==> src/rtl/imem_pkg.sv <==
// Shared definitions for the synchronous instruction memory: controller
// states, the default fill pattern and the parity helper.
package imem_pkg;

  // Widest instruction word the shared helpers below support
  localparam int unsigned MAX_DATA_W = 256;

  // Default init / error word: all ones, sliced down to the instance width
  localparam logic [MAX_DATA_W-1:0] DEFAULT_FILL_WORD = '1;

  // Controller phases: fill every word, then serve fetches and loads
  typedef enum logic {
    INIT = 1'b0,
    RUN  = 1'b1
  } state_t;

  // Even parity over a zero-extended word; the extension does not change it
  function automatic logic calc_parity(input logic [MAX_DATA_W-1:0] data);
    return ^data;
  endfunction

endpackage

==> src/rtl/imem_array.sv <==
// Word storage for imem_sync: one synchronous read port and one write port.
// A read and a write to the same word in one cycle return the old contents.
module imem_array
  import imem_pkg::*;
#(
  parameter int unsigned WIDTH = 32,
  parameter int unsigned DEPTH = 64,
  parameter int unsigned AW    = $clog2(DEPTH)
) (
  input  logic             clk,
  input  logic             we,
  input  logic [AW-1:0]    waddr,
  input  logic [WIDTH-1:0] wdata,
  input  logic             re,
  input  logic [AW-1:0]    raddr,
  output logic [WIDTH-1:0] rdata
);

  logic [WIDTH-1:0] mem [DEPTH];

  // Write and registered read share an edge, so a same-word read sees old data
  always_ff @(posedge clk) begin
    if (we) begin
      mem[waddr] <= wdata;
    end
    if (re) begin
      rdata <= mem[raddr];
    end
  end

endmodule

==> src/rtl/imem_sync.sv <==
// Synchronous instruction memory with a fill-on-reset controller, a stallable
// single-cycle-latency fetch port and a program-load write port.
// Optional feature: define IMEM_PARITY_EN to store one even-parity bit per word,
// flag mismatches on parity_err and add the ld_par_inv input.
module imem_sync
  import imem_pkg::*;
#(
  parameter int unsigned       DATA_W    = 32,
  parameter int unsigned       DEPTH     = 64,
  parameter int unsigned       ADDR_W    = 32,
  parameter logic [DATA_W-1:0] FILL_WORD = DEFAULT_FILL_WORD[DATA_W-1:0]
) (
  input  logic              clk,
  input  logic              rst,
  input  logic              fetch_req,
  input  logic [ADDR_W-1:0] fetch_addr,
  input  logic              fetch_stall,
  output logic              fetch_ready,
  output logic              fetch_valid,
  output logic [DATA_W-1:0] fetch_word,
  output logic              fetch_err,
  input  logic              ld_en,
  input  logic [ADDR_W-1:0] ld_addr,
  input  logic [DATA_W-1:0] ld_data,
`ifdef IMEM_PARITY_EN
  input  logic              ld_par_inv,
`endif
  output logic              ld_ack,
  output logic              init_done,
  output logic              parity_err
);

  localparam int unsigned AW = $clog2(DEPTH);
`ifdef IMEM_PARITY_EN
  localparam int unsigned MEM_W = DATA_W + 1;
`else
  localparam int unsigned MEM_W = DATA_W;
`endif

  state_t            state;
  logic [AW-1:0]     fill_cnt;
  logic              fetch_bad;
  logic              ld_ok;
  logic              hold;
  logic              accept;
  logic              mem_we;
  logic [AW-1:0]     mem_waddr;
  logic [MEM_W-1:0]  mem_wdata;
  logic [MEM_W-1:0]  mem_rdata;
  logic [MEM_W-1:0]  fill_entry;
  logic [MEM_W-1:0]  ld_entry;

  // An address is usable only if word aligned and below 4*DEPTH bytes
  assign fetch_bad = (fetch_addr[1:0] != 2'b00) || ((fetch_addr >> (AW + 2)) != '0);
  assign ld_ok     = (ld_addr[1:0] == 2'b00) && ((ld_addr >> (AW + 2)) == '0);

  // A valid word under stall is frozen, so no new request can be taken
  assign hold        = fetch_valid & fetch_stall;
  assign fetch_ready = (state == RUN) & ~hold;
  assign accept      = fetch_req & fetch_ready;

`ifdef IMEM_PARITY_EN
  assign fill_entry = {calc_parity(MAX_DATA_W'(FILL_WORD)), FILL_WORD};
  assign ld_entry   = {calc_parity(MAX_DATA_W'(ld_data)) ^ ld_par_inv, ld_data};
`else
  assign fill_entry = FILL_WORD;
  assign ld_entry   = ld_data;
`endif

  // Write port belongs to the fill counter in INIT and to valid loads in RUN
  always_comb begin
    mem_we    = 1'b0;
    mem_waddr = '0;
    mem_wdata = '0;
    if (state == INIT) begin
      mem_we    = 1'b1;
      mem_waddr = fill_cnt;
      mem_wdata = fill_entry;
    end else if (ld_en && ld_ok) begin
      mem_we    = 1'b1;
      mem_waddr = ld_addr[AW+1:2];
      mem_wdata = ld_entry;
    end
  end

  imem_array #(
    .WIDTH (MEM_W),
    .DEPTH (DEPTH),
    .AW    (AW)
  ) u_array (
    .clk   (clk),
    .we    (mem_we),
    .waddr (mem_waddr),
    .wdata (mem_wdata),
    .re    (accept),
    .raddr (fetch_addr[AW+1:2]),
    .rdata (mem_rdata)
  );

  // Bad fetches report the fill word; the read register holds under stall
  assign fetch_word = !fetch_valid ? '0 :
                      fetch_err    ? FILL_WORD : mem_rdata[DATA_W-1:0];

`ifdef IMEM_PARITY_EN
  assign parity_err = fetch_valid & ~fetch_err &
                      (calc_parity(MAX_DATA_W'(mem_rdata[DATA_W-1:0])) != mem_rdata[DATA_W]);
`else
  assign parity_err = 1'b0;
`endif

  // Controller: fill all words after reset, then track fetch and load status
  always_ff @(posedge clk or posedge rst) begin
    if (rst) begin
      state       <= INIT;
      fill_cnt    <= '0;
      init_done   <= 1'b0;
      fetch_valid <= 1'b0;
      fetch_err   <= 1'b0;
      ld_ack      <= 1'b0;
    end else begin
      case (state)
        INIT: begin
          fill_cnt    <= fill_cnt + AW'(1);
          fetch_valid <= 1'b0;
          fetch_err   <= 1'b0;
          ld_ack      <= 1'b0;
          if (fill_cnt == AW'(DEPTH - 1)) begin
            state     <= RUN;
            init_done <= 1'b1;
          end
        end
        RUN: begin
          if (accept) begin
            fetch_valid <= 1'b1;
            fetch_err   <= fetch_bad;
          end else if (!hold) begin
            fetch_valid <= 1'b0;
            fetch_err   <= 1'b0;
          end
          ld_ack <= ld_en & ld_ok;
        end
        default: begin
          state <= INIT;
        end
      endcase
    end
  end

endmodule

==> config.mk <==
export PLATFORM = sky130hd
export DESIGN_NAME = imem_sync
export DESIGN_NICKNAME = d
export VERILOG_FILES = /design/src/rtl/imem_pkg.sv /design/src/rtl/imem_array.sv /design/src/rtl/imem_sync.sv
export SDC_FILE = /design/constraint.sdc
export NUM_CORES = 2
export LEC_CHECK = 0
export CORE_MARGIN = 2
export CORE_UTILIZATION = 55
export CTS_CLUSTER_DIAMETER = 30
export DETAILED_ROUTE_END_ITERATION = 10
export GPL_TIMING_DRIVEN = 0
export PLACE_DENSITY = 0.72
export SYNTH_ARGS = -nofsm -noshare
export SYNTH_HDL_FRONTEND = slang
export SYNTH_SLANG_ARGS = --single-unit
==> constraint.sdc <==
create_clock -name clk -period 5.7 [get_ports clk]
set_input_delay 0.57 -clock clk [delete_from_list [all_inputs] [get_ports clk]]
set_output_delay 0.57 -clock clk [all_outputs]
set_load 0.02 [all_outputs]
==> impl_metrics.json <==
{
  "status": "finished, violations left",
  "violations": "capacitance limit, slew limit",
  "avgSynthCellArea_um2": 22.7,
  "path_cells": "clkdlybuf4s50_1 > buf_2 > clkbuf_1 > clkbuf_1 > mux4_2 > a22oi_1 > nand4_1 > or3_1",
  "ys_ff_latch": 2091,
  "rows": 139,
  "synth.distinct_cells": 59,
  "cts_buffers": 380,
  "ant_nets": 0,
  "root_buffer": "clkbuf_16",
  "syn_nets": 3615,
  "cts_resized": 0,
  "pre_cts_slack_ps": 164,
  "drive_gt1_frac": 0.316,
  "groute.layer.met2.usage": 0.497,
  "synth_async_sr_flop_share": 0.00526,
  "use_met3": 0.118,
  "ff2ff_path_depth": 6,
  "final_common_cell": "edfxtp_1",
  "yosys_warnings": 0,
  "areaGrowthSynthToFinish_pct": 23.8,
  "io_buffer_count": 133,
  "tightest_slew_ps": 1590,
  "slowest_delay_ps": 970,
  "grt_overflow": 0,
  "top_usage_layer": "met2",
  "wire_per_inst_um": 38.6,
  "final_cell_mix": "edfxtp_1, mux4_2, clkbuf_16",
  "setup_viol": 0,
  "final_cells": 6364,
  "hold_path_end": "fetch_valid",
  "start_kind": "input pin",
  "drt_iter0_markers": 8165,
  "rsz0062_at_grt": "false",
  "drc_errors": 0,
  "cts_max_path_buffers": 4,
  "rr_startpoint": "state",
  "period_share": 0.886,
  "hold_depth": 3,
  "core_mm2": 0.144,
  "cp.required_ps": 6320,
  "clk_pin_slew_ps": 40,
  "met1_usage": 0.436,
  "cts_max_level": 5,
  "die_h_um": 385,
  "path_common_cell": "clkbuf_1",
  "critical-path-slowest-cell": "clkbuf_1",
  "syn_area_mm2": 0.0797,
  "max_freq_mhz": 198,
  "cp_num_buf_inv": 4,
  "initial_utilization": 0.554,
  "fin_skew_ps": 42.9,
  "gp_congestion": 0.900,
  "worst-path-max-fanout": 10,
  "maxSlewHeadroom": -0.0602,
  "fin_area_mm2": 0.0987,
  "hpwl_mm": 152,
  "leakagePower_nw": 25.5,
  "place_area_mm2": 0.0862,
  "grt_pass1_wl_mm": 339,
  "ys_seq_area_frac": 0.787,
  "firstDrtPassIters": 8,
  "viasPerCell": 7.02,
  "die_area_mm2": 0.148,
  "numClockSinks": 2091,
  "vias": 44600,
  "arrival_ps": 5670,
  "ir_drop_v": 0.000283,
  "cp_top_family": "buffers and inverters",
  "hold_viol_final": 0,
  "tritoncts": "done",
  "die_w_um": 385,
  "global_route.usage.total": 0.334,
  "postCtsSetupBuffers": 0,
  "synth-edff-count": 2080,
  "io_pins": 139,
  "hp-start": "fetch_req",
  "worstSetupEndpointType": "flip-flop",
  "placed_cells": 5667,
  "worst_slack_ps": 648,
  "grt_max_degree": 65,
  "clk_latency_ps": 950,
  "fin_nets": 4250,
  "r2r_setup_slack_ps": 1600,
  "routed_wl_mm": 246,
  "post-route-min-period_ps": 5050,
  "hp-class": "input pin to flip-flop",
  "slew_viol_final": 11,
  "maxCapViolCount": 1,
  "antenna_found_initial": 25,
  "synth-main-ff-cell": "edfxtp_1",
  "fin_util": 0.686,
  "critical_path_class": "input pin to flip-flop",
  "fillers": 8135,
  "grt_pass1_vias": 44900,
  "synthCells": 3513,
  "worstReg2RegEnd": "u_array.mem[27][27]",
  "powerDensity_mw_per_mm2": 402
}
[flip-flops by register name, indices dropped and copies added, names as in the netlist]
signal         flops
init_done          1
fetch_err          1
fill_cnt           6
fetch_valid        1
u_array.mem     2048
ld_ack             1
state              1
u_array.rdata     32
[synthesized netlist by cell type (all sizes together), types with 4 or more instances]
cell type / instances / area share
edfxtp: 2080 / 0.78
mux4: 502 / 0.14
a22oi: 172 / 0.016
clkbuf: 107 / 0.0050
buf: 90 / 0.0062
nor2: 82 / 0.0039
mux2i: 75 / 0.0094
o21a: 63 / 0.0059
nand2: 58 / 0.0027
o21ai: 56 / 0.0035
nand4: 30 / 0.0024
or3: 27 / 0.0021
nor3: 17 / 0.0011
a32oi: 16 / 0.0018
nand3: 16 / 0.0010
nor4: 15 / 0.0012
dfrtp: 11 / 0.0035
a21oi: 10 / 0.00063
nor2b: 8 / 0.00063
o211ai: 8 / 0.00075
o22ai: 7 / 0.00055
or4: 7 / 0.00066
nor4b: 5 / 0.00055
and3: 4 / 0.00031
inv: 4 / 0.00019
xnor2: 4 / 0.00044
[cell families (layout without fill, tap and decap cells)]
family / count (synthesis) / in the layout / share of synthesized area
AND/OR/NAND/NOR: 286 / 286 / 0.0182
other: 1 / 27 / 0.0000470
multiplexers: 578 / 578 / 0.151
XOR/XNOR: 5 / 5 / 0.000549
buffers and inverters: 202 / 1124 / 0.0115
flip-flops: 2091 / 2091 / 0.787
AO/OA/AOI/OAI: 349 / 349 / 0.0313
adder cells (fa/ha/maj): 1 / 1 / 0.000157
[power by group]
part | internal [mW] | total [mW] | switching, mW
Sequential | 16.7 | 16.7 | 0
Clock | 14.3 | 22.0 | 7.70
Combinational | 0.349 | 0.983 | 0.634
[worst max path at each step]
stage                       start                   to  depth (start not counted)
global placement      ld_addr[19]  u_array.mem[22][21]                          6
finish              fetch_addr[3]     u_array.rdata[0]                          8
floorplan             ld_addr[15]   u_array.mem[18][0]                          5
detailed placement  fetch_addr[3]     u_array.rdata[0]                          8
CTS                 fetch_addr[3]     u_array.rdata[0]                          8
global route        fetch_addr[3]    u_array.rdata[11]                          8
[through the flow]
stage | power, mW | TNS [ps] | hold WS (ps)
4_1_cts | 39.6 | 0 | 285
3_5_place_dp | 17.9 | 0 | 487
5_1_grt | 40.3 | 0 | 311
3_3_place_gp | 17.9 | -1904360 | 500
6_report | 39.6 | 0 | 313
2_1_floorplan | 17.5 | 0 | 422
[metal layers]
layer  wire length, um  up-vias  share of wire
met5                91        -        0.00037
met3             37200      845           0.15
li1                  -    16500              -
met4             14800       14          0.060
met2            112000     4332           0.45
met1             81800    22900           0.33
[worst register-to-register path, cell delays in order, from the launching register on]
cell and delay, ps:
dfrtp_1 420, clkbuf_1 250, clkbuf_1 350, o32ai_2 630, o21ai_0 790, nor2_4 1010
buf_12 290
[what timing repair did]
action | CTS | global route
endpoints found under the setup margin | 0 | 0
hold endpoints to repair | 11 | 0
hold buffers | 1 | 0
[final cells by class]
cell class	instances	area (um^2)	area share
diodes	26	65.1	0.000659
flip-flops and latches	2091	62700	0.636
repair buffers	253	3580	0.0363
well taps	1903	2380	0.0241
multi-input cells	1220	16600	0.168
clock inverters	252	2660	0.0270
plain buffers	197	897	0.00909
inverters	5	18.8	0.000190
clock buffers	417	9750	0.0988
(Power assumes the default switching activity.)
